<file path="src/rtl/camera_pkg.sv">
// camera_pkg: shared constants and types for the CSI-2 receiver.
//   SYNC_BYTE     lane sync byte that fixes byte alignment
//   DT_*          data-type codes; DT_SHORT_MAX is the top of the short-packet range
//   lane/packet FSM state types and header field types
package camera_pkg;

    localparam logic [7:0] SYNC_BYTE        = 8'hB8;
    localparam logic [5:0] DT_SHORT_MAX     = 6'h0F;
    localparam logic [5:0] DT_GENERIC_SHORT = 6'h08;
    localparam logic [5:0] DT_YUV422_8      = 6'h1E;
    localparam logic [5:0] DT_RAW8          = 6'h2A;

    typedef logic [1:0]  vc_t;
    typedef logic [5:0]  dt_t;
    typedef logic [15:0] wc_t;

    typedef enum logic {
        LANE_HUNT,
        LANE_RECEIVE
    } lane_state_t;

    typedef enum logic {
        PKT_HEADER,
        PKT_BODY
    } pkt_state_t;

    function automatic logic is_short(input dt_t dt);
        return dt <= DT_SHORT_MAX;
    endfunction

endpackage

</file>
<file path="src/rtl/camera_lane.sv">
// camera_lane: one D-PHY data lane.
//   clock_p     DDR clock; data captured on both edges, logic on the rising edge
//   reset_in    synchronous active-high reset
//   lane_reset  one-cycle end-of-packet pulse; returns the lane to HUNT
//   data_p      serial lane data, LSB first
//   byte_data   deserialised byte (held between strobes)
//   byte_valid  one-cycle strobe per received byte
module camera_lane
    import camera_pkg::*;
(
    input  logic       clock_p,
    input  logic       reset_in,
    input  logic       lane_reset,
    input  logic       data_p,
    output logic [7:0] byte_data,
    output logic       byte_valid
);

    logic        fall_bit;
    logic [6:0]  shift_q;
    logic [8:0]  shift_next;
    lane_state_t state_q, state_n;
    logic        odd_q, odd_n;
    logic [1:0]  cyc_q, cyc_n;
    logic [7:0]  byte_n;
    logic        valid_n;

    // The falling-edge bit is the earlier of the two bits of each cycle.
    always_ff @(negedge clock_p) begin
        fall_bit <= data_p;
    end

    // Newest bit at the MSB: [8:1] is the window ending on the rising-edge bit,
    // [7:0] the window ending one bit earlier, so sync is found at either parity.
    assign shift_next = {data_p, fall_bit, shift_q};

    always_comb begin
        state_n = state_q;
        odd_n   = odd_q;
        cyc_n   = cyc_q;
        byte_n  = byte_data;
        valid_n = 1'b0;
        case (state_q)
            LANE_HUNT: begin
                if (shift_next[8:1] == SYNC_BYTE) begin
                    state_n = LANE_RECEIVE;
                    odd_n   = 1'b0;
                    cyc_n   = '0;
                end else if (shift_next[7:0] == SYNC_BYTE) begin
                    state_n = LANE_RECEIVE;
                    odd_n   = 1'b1;
                    cyc_n   = '0;
                end
            end
            LANE_RECEIVE: begin
                cyc_n = cyc_q + 2'd1;
                if (cyc_q == 2'd3) begin
                    valid_n = 1'b1;
                    byte_n  = odd_q ? shift_next[7:0] : shift_next[8:1];
                end
            end
            default: state_n = LANE_HUNT;
        endcase
    end

    always_ff @(posedge clock_p) begin
        if (reset_in || lane_reset) begin
            state_q    <= LANE_HUNT;
            shift_q    <= '0;
            odd_q      <= 1'b0;
            cyc_q      <= '0;
            byte_data  <= '0;
            byte_valid <= 1'b0;
        end else begin
            state_q    <= state_n;
            shift_q    <= shift_next[8:2];
            odd_q      <= odd_n;
            cyc_q      <= cyc_n;
            byte_data  <= byte_n;
            byte_valid <= valid_n;
        end
    end

endmodule

</file>
<file path="src/rtl/camera.sv">
// camera: MIPI CSI-2 D-PHY receiver core.
//   clock_p            DDR clock (single clock of the block)
//   reset_in           synchronous active-high reset
//   data_p             NUM_LANES serial data lanes
//   virtual_channel    VC of the last completed header
//   word_count         WC of the last completed header
//   image_data         payload word, [0] = earliest byte
//   image_data_type    DT of the last completed header
//   image_data_enable  one-cycle strobe: image_data valid
module camera
    import camera_pkg::*;
#(
    parameter int unsigned NUM_LANES = 2
) (
    input  logic                 clock_p,
    input  logic                 reset_in,
    input  logic [NUM_LANES-1:0] data_p,
    output logic [1:0]           virtual_channel,
    output logic [15:0]          word_count,
    output logic [3:0][7:0]      image_data,
    output logic [5:0]           image_data_type,
    output logic                 image_data_enable
);

    localparam logic [17:0] LANES = 18'(NUM_LANES);

    logic [NUM_LANES-1:0] reset;
    logic [NUM_LANES-1:0] lane_valid;
    logic [7:0]           lane_byte [NUM_LANES];

    for (genvar g = 0; g < NUM_LANES; g++) begin : g_lane
        camera_lane u_lane (
            .clock_p    (clock_p),
            .reset_in   (reset_in),
            .lane_reset (reset[g]),
            .data_p     (data_p[g]),
            .byte_data  (lane_byte[g]),
            .byte_valid (lane_valid[g])
        );
    end

    pkt_state_t      st_q, st_n;
    logic [17:0]     pos_q, pos_n;
    logic [7:0]      di_q, di_n, wcl_q, wcl_n, wch_q, wch_n;
    logic [3:0][7:0] acc_q, acc_n, img_n;
    logic            en_n, eop_n;
    vc_t             vc_n;
    dt_t             dt_n, cur_dt;
    wc_t             wc_n, cur_wc;
    logic [17:0]     idx, total;
    logic [1:0]      slot;
    logic            beat, short_pkt;

    // Each beat carries packet bytes pos..pos+NUM_LANES-1 (lane k holds byte pos+k).
    // Header, payload and CRC are told apart by byte index, so a beat may straddle
    // the header/payload or payload/CRC boundary for any lane count.
    always_comb begin
        st_n   = st_q;
        pos_n  = pos_q;
        di_n   = di_q;
        wcl_n  = wcl_q;
        wch_n  = wch_q;
        acc_n  = acc_q;
        img_n  = image_data;
        en_n   = 1'b0;
        eop_n  = 1'b0;
        vc_n   = virtual_channel;
        dt_n   = image_data_type;
        wc_n   = word_count;
        idx    = '0;
        slot   = '0;
        // Lanes run in lockstep; requiring all of them keeps a lane that missed
        // sync from feeding bytes into the packet.
        beat   = &lane_valid;

        if (beat && st_q == PKT_HEADER) begin
            for (int unsigned i = 0; i < NUM_LANES; i++) begin
                idx = pos_q + 18'(i);
                if (idx == 18'd0)      di_n  = lane_byte[i];
                else if (idx == 18'd1) wcl_n = lane_byte[i];
                else if (idx == 18'd2) wch_n = lane_byte[i];
            end
        end

        cur_dt    = di_n[5:0];
        cur_wc    = {wch_n, wcl_n};
        short_pkt = is_short(cur_dt);
        total     = short_pkt ? 18'd4 : 18'(cur_wc) + 18'd6;

        if (beat) begin
            if (st_q == PKT_HEADER && pos_q + LANES >= 18'd4) begin
                vc_n = di_n[7:6];
                dt_n = cur_dt;
                wc_n = cur_wc;
                st_n = PKT_BODY;
            end
            if (!short_pkt) begin
                for (int unsigned i = 0; i < NUM_LANES; i++) begin
                    idx = pos_q + 18'(i);
                    if (idx >= 18'd4 && idx < 18'(cur_wc) + 18'd4) begin
                        // Payload starts at byte 4, so the word slot is idx mod 4.
                        slot = idx[1:0];
                        if (slot == 2'd0) acc_n = '0;
                        acc_n[slot] = lane_byte[i];
                        if (slot == 2'd3 || idx == 18'(cur_wc) + 18'd3) begin
                            img_n = acc_n;
                            en_n  = 1'b1;
                        end
                    end
                end
            end
            if (pos_q + LANES >= total) begin
                eop_n = 1'b1;
                pos_n = '0;
                st_n  = PKT_HEADER;
            end else begin
                pos_n = pos_q + LANES;
            end
        end
    end

    always_ff @(posedge clock_p) begin
        if (reset_in) begin
            st_q              <= PKT_HEADER;
            pos_q             <= '0;
            di_q              <= '0;
            wcl_q             <= '0;
            wch_q             <= '0;
            acc_q             <= '0;
            image_data        <= '0;
            image_data_enable <= 1'b0;
            virtual_channel   <= '0;
            image_data_type   <= '0;
            word_count        <= '0;
            reset             <= '0;
        end else begin
            st_q              <= st_n;
            pos_q             <= pos_n;
            di_q              <= di_n;
            wcl_q             <= wcl_n;
            wch_q             <= wch_n;
            acc_q             <= acc_n;
            image_data        <= img_n;
            image_data_enable <= en_n;
            virtual_channel   <= vc_n;
            image_data_type   <= dt_n;
            word_count        <= wc_n;
            reset             <= {NUM_LANES{eop_n}};
        end
    end

endmodule

</file>
<file path="config.mk">
export PLATFORM = sky130hd
export DESIGN_NAME = camera
export DESIGN_NICKNAME = d
export VERILOG_FILES = /design/src/rtl/camera_pkg.sv /design/src/rtl/camera_lane.sv /design/src/rtl/camera.sv
export SDC_FILE = /design/constraint.sdc
export NUM_CORES = 1
export LEC_CHECK = 0
export BUFFER_PORTS_ARGS = -buffer_cell sky130_fd_sc_hd__buf_2
export CAP_MARGIN = 20
export CELL_PAD_IN_SITES_DETAIL_PLACEMENT = 1
export CELL_PAD_IN_SITES_GLOBAL_PLACEMENT = 2
export CORE_UTILIZATION = 38
export DETAILED_ROUTE_END_ITERATION = 8
export HOLD_SLACK_MARGIN = 0.15
export MAX_ROUTING_LAYER = met4
export PLACE_DENSITY_LB_ADDON = 0.05
export SYNTH_ARGS = -nofsm -noshare
export SYNTH_HDL_FRONTEND = slang
export SYNTH_HIERARCHICAL = 1
export SYNTH_SLANG_ARGS = --single-unit
</file>
<file path="constraint.sdc">
create_clock -name clock_p -period 8.1 [get_ports clock_p]
set_input_delay 2.43 -clock clock_p [delete_from_list [all_inputs] [get_ports clock_p]]
set_output_delay 2.43 -clock clock_p [all_outputs]
set_load 0.1 [all_outputs]
</file>
After elaboration in Yosys (flattened, before gate mapping):

Cells that the tools add are included.

* mux-type cells: 65
* equality and inequality tests: 16
* bitwise gates (word level): 5
* reductions and logical operators: 28
* magnitude comparators: 11
* add/sub/neg operators: 7

Operator list (number)
* $mux 32: 14
* $mux 8: 19
* $bwmux 32: 2
* $ge 18x3->1 const B: 3
* $eq 18x1->1 const B: 2
* $eq 18x2->1 const B: 2
* $logic_not 18->1: 2
* $add 16x3->17 const B: 2
* $demux 8 s2: 2
* $eq 8x8->1 const B: 4
* $mux 1: 20
* $add 18x1->18 const B: 1
* $add 18x2->18 const B: 1
* $eq 18x17->1: 1
* $eq 18x18->1: 1
* $ge 18x17->1: 1
* $lt 18x17->1: 1
* $lt 18x18->1: 1
* $mux 18: 1
* $add 16x2->17 const B: 1
* $mux 17: 1
* $reduce_and 2->1: 5
* $reduce_and 3->1: 3
* $eq 2x2->1 const B: 4
* 14 further kinds: 38

* input bits: 4
* bits in registers: 175
* output and inout port bits: 57
* word-level logic and storage cells: 164

Depth between registers and ports, before layout:

Gate-level depths: netlist of run 1.

* word-level depth: 23
* depth in mapped cells: 28
* gate-level depth less buffers: 22

Modules after synthesis:

Netlist of run 1, hierarchy kept.

Modules (own cells, without submodules)
* camera: cells an instance 1130, seq. area each 2642.5 um^2, times used 1, area an instance 8966.1 um^2
* camera_lane: cells an instance 77, seq. area each 420.4 um^2, times used 2, area an instance 822.0 um^2

==> results of run 1 <==
==> area by class of cell <==
cell class                 instances  area share, %
sequential                       174           29.7
multi-input combinational        960           55.3
tap                              372           3.97
timing repair buffer              91           4.57
clock inverter                    16           1.43
clock buffer                      18           3.66
inverter                          41           1.31
==> flip-flops by register name (all words and copies together), names as in the netlist, 6 cells and up <==
signal and count:
image_data 32, pos_q 17, wch_q 8, acc_q 32
image_data_type 6, wcl_q 8, word_count 16, g_lane.u_lane/shift_q 14
g_lane.u_lane/byte_data 16, di_q 8
==> routing by layer <==
metal | up-vias | track usage (%) | wire length (um)
met5 | - | - | 0
met4 | 0 | 8.50 | 864
met3 | 49 | 3.30 | 1010
met2 | 184 | 45.8 | 18000
met1 | 4904 | 35.3 | 17700
li1 | 4709 | - | -
==> where the power goes <==
part / switching (mW) / total, mW / internal [mW]
clock: 0.396 / 0.859 / 0.464
combinational: 0.0438 / 0.0594 / 0.0156
sequential: 0.00332 / 0.862 / 0.858
==> path summary, 6_finish.rpt <==
kind	endpoint	cells past startpoint	from	slack (ns)
worst max-delay path	image_data[19]	23	pos_q[12]	1.27
worst min-delay path	acc_q[17]	2	acc_q[17]	0.46
worst max register to register	image_data[19]	23	pos_q[12]	1.27
worst min register to register	acc_q[17]	2	acc_q[17]	0.46
==> synthesized netlist by cell type, types with 9 or more instances <==
cell type  number  share of area, %
o21a_1          9              0.64
nor2_1        130               4.6
nand3b_1        9              0.64
dfxtp_1       174                33
a22oi_1        17               1.2
o32ai_1        10              0.83
mux2_2          9              0.96
o211ai_1        9              0.64
buf_2          16              0.75
nand2_1        78               2.8
ha_1           53               6.3
a21oi_1        75               3.5
a21o_1         15               1.1
a211oi_1       67               4.7
xnor2_1        31               2.6
nor3_1         24               1.1
and2_1         26               1.5
clkbuf_1       72               2.5
nand3_1        60               2.8
xor2_1         16               1.3
a31oi_1        13              0.77
nand4_1        17               1.0
nor4_1          9              0.53
o21ai_0        76               3.6
inv_1          43               1.5
a311oi_1       12              0.99
and3_1         20               1.2
mux2i_1        48               4.5
==> worst max-delay path: stages (launching register included) <==
cell and delay [ns]:
dfxtp_1 0.30, buf_4 0.18, or4_4 0.59, nor2_1 0.32, nand3_1 0.47, nor2_1 0.23
a21oi_1 0.12, inv_1 0.21, ha_1 0.30, nand3_1 0.10, or4_1 0.48, nand2_1 0.22
nand2_1 0.09, xnor2_1 0.16, ha_1 0.21, a21o_1 0.15, a211oi_1 0.21, o21ai_0 0.18
a311o_1 0.37, o32ai_2 0.63, inv_1 0.29, a211oi_2 0.57, a32oi_1 0.11, a31oi_1 0.23
==> cell families after synthesis <==
kind of cell | count (synthesis) | synth area share (%)
compound gates | 372 | 23.9
xor+xnor | 49 | 4.32
fa+ha+maj | 55 | 6.63
buf+inv | 150 | 6.20
flops | 174 | 32.8
mux | 57 | 5.48
simple gates | 427 | 20.7
==> out/results.tsv, run 1 <==
stage	metric	value	unit
worst_setup_path	Worst Setup End Kind	flop	
sta	setup violators final	0	
sta	Worst-Margin Slew	0.990	ns
sta	max frequency	0.146	GHz
sta	Worst Skew	0.0287	ns
place	port buffer count	60	
cells_and_area	FILL cells	3288	
cells_and_area	Cell Count, Final, Fillers Out	1672	
synthesis	mean post-synth cell area	8.26	um2
drt	final wirelength	37500	um
place	Final Wtd Congestion	0.922	
sta	final worst setup slack	1.27	ns
worst_setup_path	WP data required	8.46	ns
grt	wire length of the first global-routing pass	58700	um
job	Max Cap Viol	0	
worst_setup_path	Critical Path AT	7.19	ns
floorplanning	Core Area	27200	um2
sta	Slew headroom	34.0	%
hold_path	Hold Path Class	flop to flop	
clock_network	clock latency on the worst-skew pair	0.46	ns
synthesis	flops & latches, synth	174	
floorplanning	Vert. Die Dim	169	um
sta	hold_ws	0.461	ns
place	Cell Count Post-Placement	1640	
grt	gr ovfl total	0	
sta	Slew Limit Fails	0	
sta	fin crit share	84.3	%
worst_setup_path	crit-path max FO	13	
place	Place WS	1.35	ns
synthesis	sequential fraction of the synthesis area	32.8	%
floorplanning	Initial Util	39.0	%
synthesis	Cell variety after synth	85	
cells_and_area	area growth from synthesis to layout	10.5	%
pwr	Max VDD drop	0.134	mV
cells_and_area	nets	1346	
clock_network	Max clock buf depth	2	
drt	DRT iter0 DRCs	662	
cells_and_area	Finished Cell Area	11700	um2
clock_network	cts repair resizes	0	
grt	largest net degree at the start of global routing	63	
grt	initial antenna violation count	0	
clock_network	CTS buffer count	17	
synthesis	Yosys warning count	6	
pwr	total chip power	1.78	mW
drt	routed wire length per instance	22.4	um
floorplanning	Chip Width	169	um
clock_network	cts hold-fix bufs	0	
drt	Via Count	9846	
cells_and_area	most common cell after layout, fill and taps aside	dfxtp_1	
synthesis	Post-Syn Area	10600	um2
clock_network	Post-CTS Setup Bufs	0	
synthesis	Net Count, Synth	1343	
clock_network	H-tree depth	4	
sta	final hold viol count	0	
pwr	Pwr Density	152	nW/um2
cells_and_area	Core Util, Final	43.1	%
clock_network	CTS tree	built	
clock_network	Clock Sinks	174	
drt	first-pass iteration count of the detailed router	5	
cells_and_area	Reg area	3480	um2
floorplanning	row count	60	
drt	drt via density	5.89	
cells_and_area	# diodes	0	
sta	RSZ-0062 raised after global routing	no	
pwr	Pleak	4.31	nW
synthesis	Gate Count Post-Synth	1284	
cells_and_area	layout cells sized above 1	12.7	%
worst_setup_path	crit start category	flop	
sta	Final Critical Period	6.83	ns
floorplanning	# IOs	61	
grt	vias in the first global route	9931	
place	dpl cell area	11100	um2
place	detailed placement HPWL	27100	um
synthesis	Async S/R FF share, synth	0	%
cells_and_area	Multi-input gate area	6490	um2
grt	GRT Util Overall	27.7	%
floorplanning	die area	28600	um2
clock_network	clk slew on worst S/H paths	0.07	ns
synthesis	top_reg_cell synth	dfxtp_1	
drt	# DRC	0	
clock_network	Root Buffer	clkbuf_16	
drt	Detail Route Antenna Nets	0	
cells_and_area	commonest non-fill, non-tap cells in the layout	173 x dfxtp_1, 130 x nor2_1, 78 x nand2_1, 76 x o21ai_0, 75 x a21oi_1	
run_status	status	complete, no violations	
synthesis	Post-synth EDFFs	0	
worst_setup_path	critical path class	flop to flop	
sta	Fin Setup TNS	0	ns
Note: power is estimated with default switching activity, not from simulation.
==> inputs of run 2 (changes only) <==
==> constraint.sdc (replaced) <==
create_clock -name clock_p -period 6.4 [get_ports clock_p]
set_input_delay 1.92 -clock clock_p [delete_from_list [all_inputs] [get_ports clock_p]]
set_output_delay 1.92 -clock clock_p [all_outputs]
set_load 0.1 [all_outputs]
==> out/results.tsv, run 2 (synthesized netlist as in run 1, its figures left out) <==
stage	metric	value	unit	change
floorplanning	Chip Width	169	um	unchanged
pwr	sw power	0.687	mW	was 0.443 mW
cells_and_area	Cell Count, Final, Fillers Out	1703		was 1672
sta	setup violators final	0		unchanged
drt	first-pass iteration count of the detailed router	6		was 5
grt	initial antenna violation count	0		unchanged
grt	wire length of the first global-routing pass	61100	um	was 58700 um
floorplanning	Initial Util	39.0	%	unchanged
drt	Via Count	10100		was 9846
cells_and_area	nets	1377		was 1346
hold_path	Hold Path Class	flop to flop		unchanged
sta	Final Critical Period	5.98	ns	was 6.83 ns
pwr	sw frac	29.1	%	was 24.9%
clock_network	H-tree depth	4		unchanged
worst_setup_path	crit-path max FO	14		was 13
place	Place WS	0.447	ns	was 1.35 ns
drt	final wirelength	39300	um	was 37500 um
grt	vias in the first global route	10000		was 9931
worst_setup_path	Critical Path AT	6.35	ns	was 7.19 ns
worst_setup_path	WP data required	6.78	ns	was 8.46 ns
sta	fin crit share	93.4	%	was 84.3%
cells_and_area	Multi-input gate area	6500	um2	was 6490 um2
grt	gr ovfl total	0		unchanged
place	port buffer count	60		unchanged
cells_and_area	commonest non-fill, non-tap cells in the layout	173 x dfxtp_1, 130 x nor2_1, 78 x nand2_1, 76 x o21ai_0, 75 x a21oi_1		unchanged
clock_network	CTS buffer count	17		unchanged
cells_and_area	Reg area	3480	um2	unchanged
pwr	total chip power	2.36	mW	was 1.78 mW
cells_and_area	layout cells sized above 1	15.0	%	was 12.7%
clock_network	Root Buffer	clkbuf_16		unchanged
cells_and_area	area growth from synthesis to layout	13.5	%	was 10.5%
clock_network	Max clock buf depth	2		unchanged
clock_network	clock latency on the worst-skew pair	0.48	ns	was 0.46 ns
cells_and_area	Top Registers	acc_q (32), image_data (32), pos_q (17)		unchanged
sta	Slew Limit Fails	0		unchanged
clock_network	Clock Sinks	174		unchanged
place	detailed placement HPWL	28500	um	was 27100 um
worst_setup_path	crit start category	flop		unchanged
sta	Slew headroom	31.5	%	was 34.0%
cells_and_area	# diodes	0		unchanged
drt	drt via density	5.91		was 5.89
sta	final worst setup slack	0.424	ns	was 1.27 ns
run_status	status	complete, no violations		unchanged
pwr	Comb power frac	3.3	%	about the same
place	dpl cell area	11400	um2	was 11100 um2
place	Cell Count Post-Placement	1671		was 1640
sta	max frequency	0.167	GHz	was 0.146 GHz
pwr	Seq pwr share	46.2	%	was 48.4%
grt	GRT Util Overall	29.0	%	was 27.7%
clock_network	clk slew on worst S/H paths	0.09	ns	was 0.07 ns
cells_and_area	most common cell after layout, fill and taps aside	dfxtp_1		unchanged
cells_and_area	FILL cells	3292		was 3288
pwr	Internal Pwr Total	1.67	mW	was 1.34 mW
grt	largest net degree at the start of global routing	80		was 63
place	Final Wtd Congestion	0.960		was 0.922
sta	Worst-Margin Slew	1.03	ns	was 0.990 ns
clock_network	cts hold-fix bufs	0		unchanged
floorplanning	row count	60		unchanged
job	Max Cap Viol	0		unchanged
pwr	Pwr Density	196	nW/um2	was 152 nW/um2
floorplanning	Vert. Die Dim	169	um	unchanged
clock_network	CTS tree	built		unchanged
worst_setup_path	critical path class	flop to flop		unchanged
cells_and_area	Finished Cell Area	12000	um2	was 11700 um2
floorplanning	# IOs	61		unchanged
drt	Detail Route Antenna Nets	0		unchanged
floorplanning	die area	28600	um2	unchanged
pwr	Pleak	4.51	nW	was 4.31 nW
pwr	Clk pwr share	50.6	%	was 48.3%
drt	DRT iter0 DRCs	738		was 662
drt	routed wire length per instance	23.1	um	was 22.4 um
pwr	Max VDD drop	0.149	mV	was 0.134 mV
sta	final hold viol count	0		unchanged
drt	# DRC	0		unchanged
floorplanning	Core Area	27200	um2	unchanged
worst_setup_path	Worst Setup End Kind	flop		unchanged
sta	Worst Skew	0.0227	ns	was 0.0287 ns
run 2: cell count changes in the layout (fill, tap and decap cells not counted), moves of 2 or more:
cell and delta:
buf_4 +31, inv_12 +8, inv_6 -4, bufinv_16 -2, clkinv_2 -2, clkinvlp_4 -2, inv_16 +2, inv_8 +2
run 2: area by class of cell:
cell class              instances  area share (%)
multi-input cells             960            54.0
clock inverters                17            1.96
repair buffers                122            6.38
inverters                      41            1.28
clock buffers                  17            3.53
flip-flops and latches        174            28.9
well taps                     372            3.87
run 2: what timing repair did:
item                       in CTS  in global routing
setup endpoints to repair       0                 31
resized for setup               0                  3
buffers inserted                0                  0
run 2: metal layers:
metal,track usage (%),up-vias,share of wire [%]
met5,-,-,0
met4,9.24,0,2.5
met3,2.81,61,3.1
met2,48.2,231,48
met1,36.9,4995,46
li1,-,4784,-
run 2: final timing paths:
kind,startpoint,to,slack (ns),depth (start not counted)
hold reg to reg,acc_q[16],acc_q[16],0.46,2
hold / removal,acc_q[16],acc_q[16],0.46,2
setup reg to reg,pos_q[14],image_data[2],0.42,22
setup / recovery,pos_q[14],image_data[2],0.42,22
run 2: critical path, stage by stage, from the launching register on:
cell and delay (ns):
dfxtp_1 0.42, or4_4 0.57, nor2_1 0.16, nand3_1 0.26
nor2_1 0.17, a21oi_1 0.07, inv_1 0.16, ha_1 0.30
nand3_1 0.09, or4_1 0.47, nand2_1 0.20, nand2_1 0.10
xnor2_1 0.17, ha_1 0.20, a21o_1 0.16, a211oi_1 0.24
o21ai_0 0.22, a311o_1 0.40, o32ai_2 0.27, buf_4 0.31
and2_1 0.43, nor2_1 0.27, a211oi_1 0.26
run 2: power groups by stage:
| stage | Sequential (mW) | Clock (mW) | Combinational (mW) |
|---|---|---|---|
| 4_1_cts | 1.09 | 1.22 | 0.0760 |
| 2_1_floorplan | 1.11 | 0.00391 | 0.0510 |
| 3_5_place_dp | 1.12 | 0.00391 | 0.0758 |
| 6_report | 1.09 | 1.19 | 0.0769 |
| 3_3_place_gp | 1.12 | 0.00391 | 0.0752 |
| 5_1_grt | 1.09 | 1.27 | 0.0829 |
run 2: stage by stage:
step	TNS, ns	hold slack [ns]	util (%)
2_1_floorplan	0	0.432	-
5_1_grt	-0.00470	0.483	44.3
3_5_place_dp	0	0.447	41.8
3_3_place_gp	0	0.442	41.8
6_report	0	0.460	44.3
4_1_cts	0	0.459	44.2
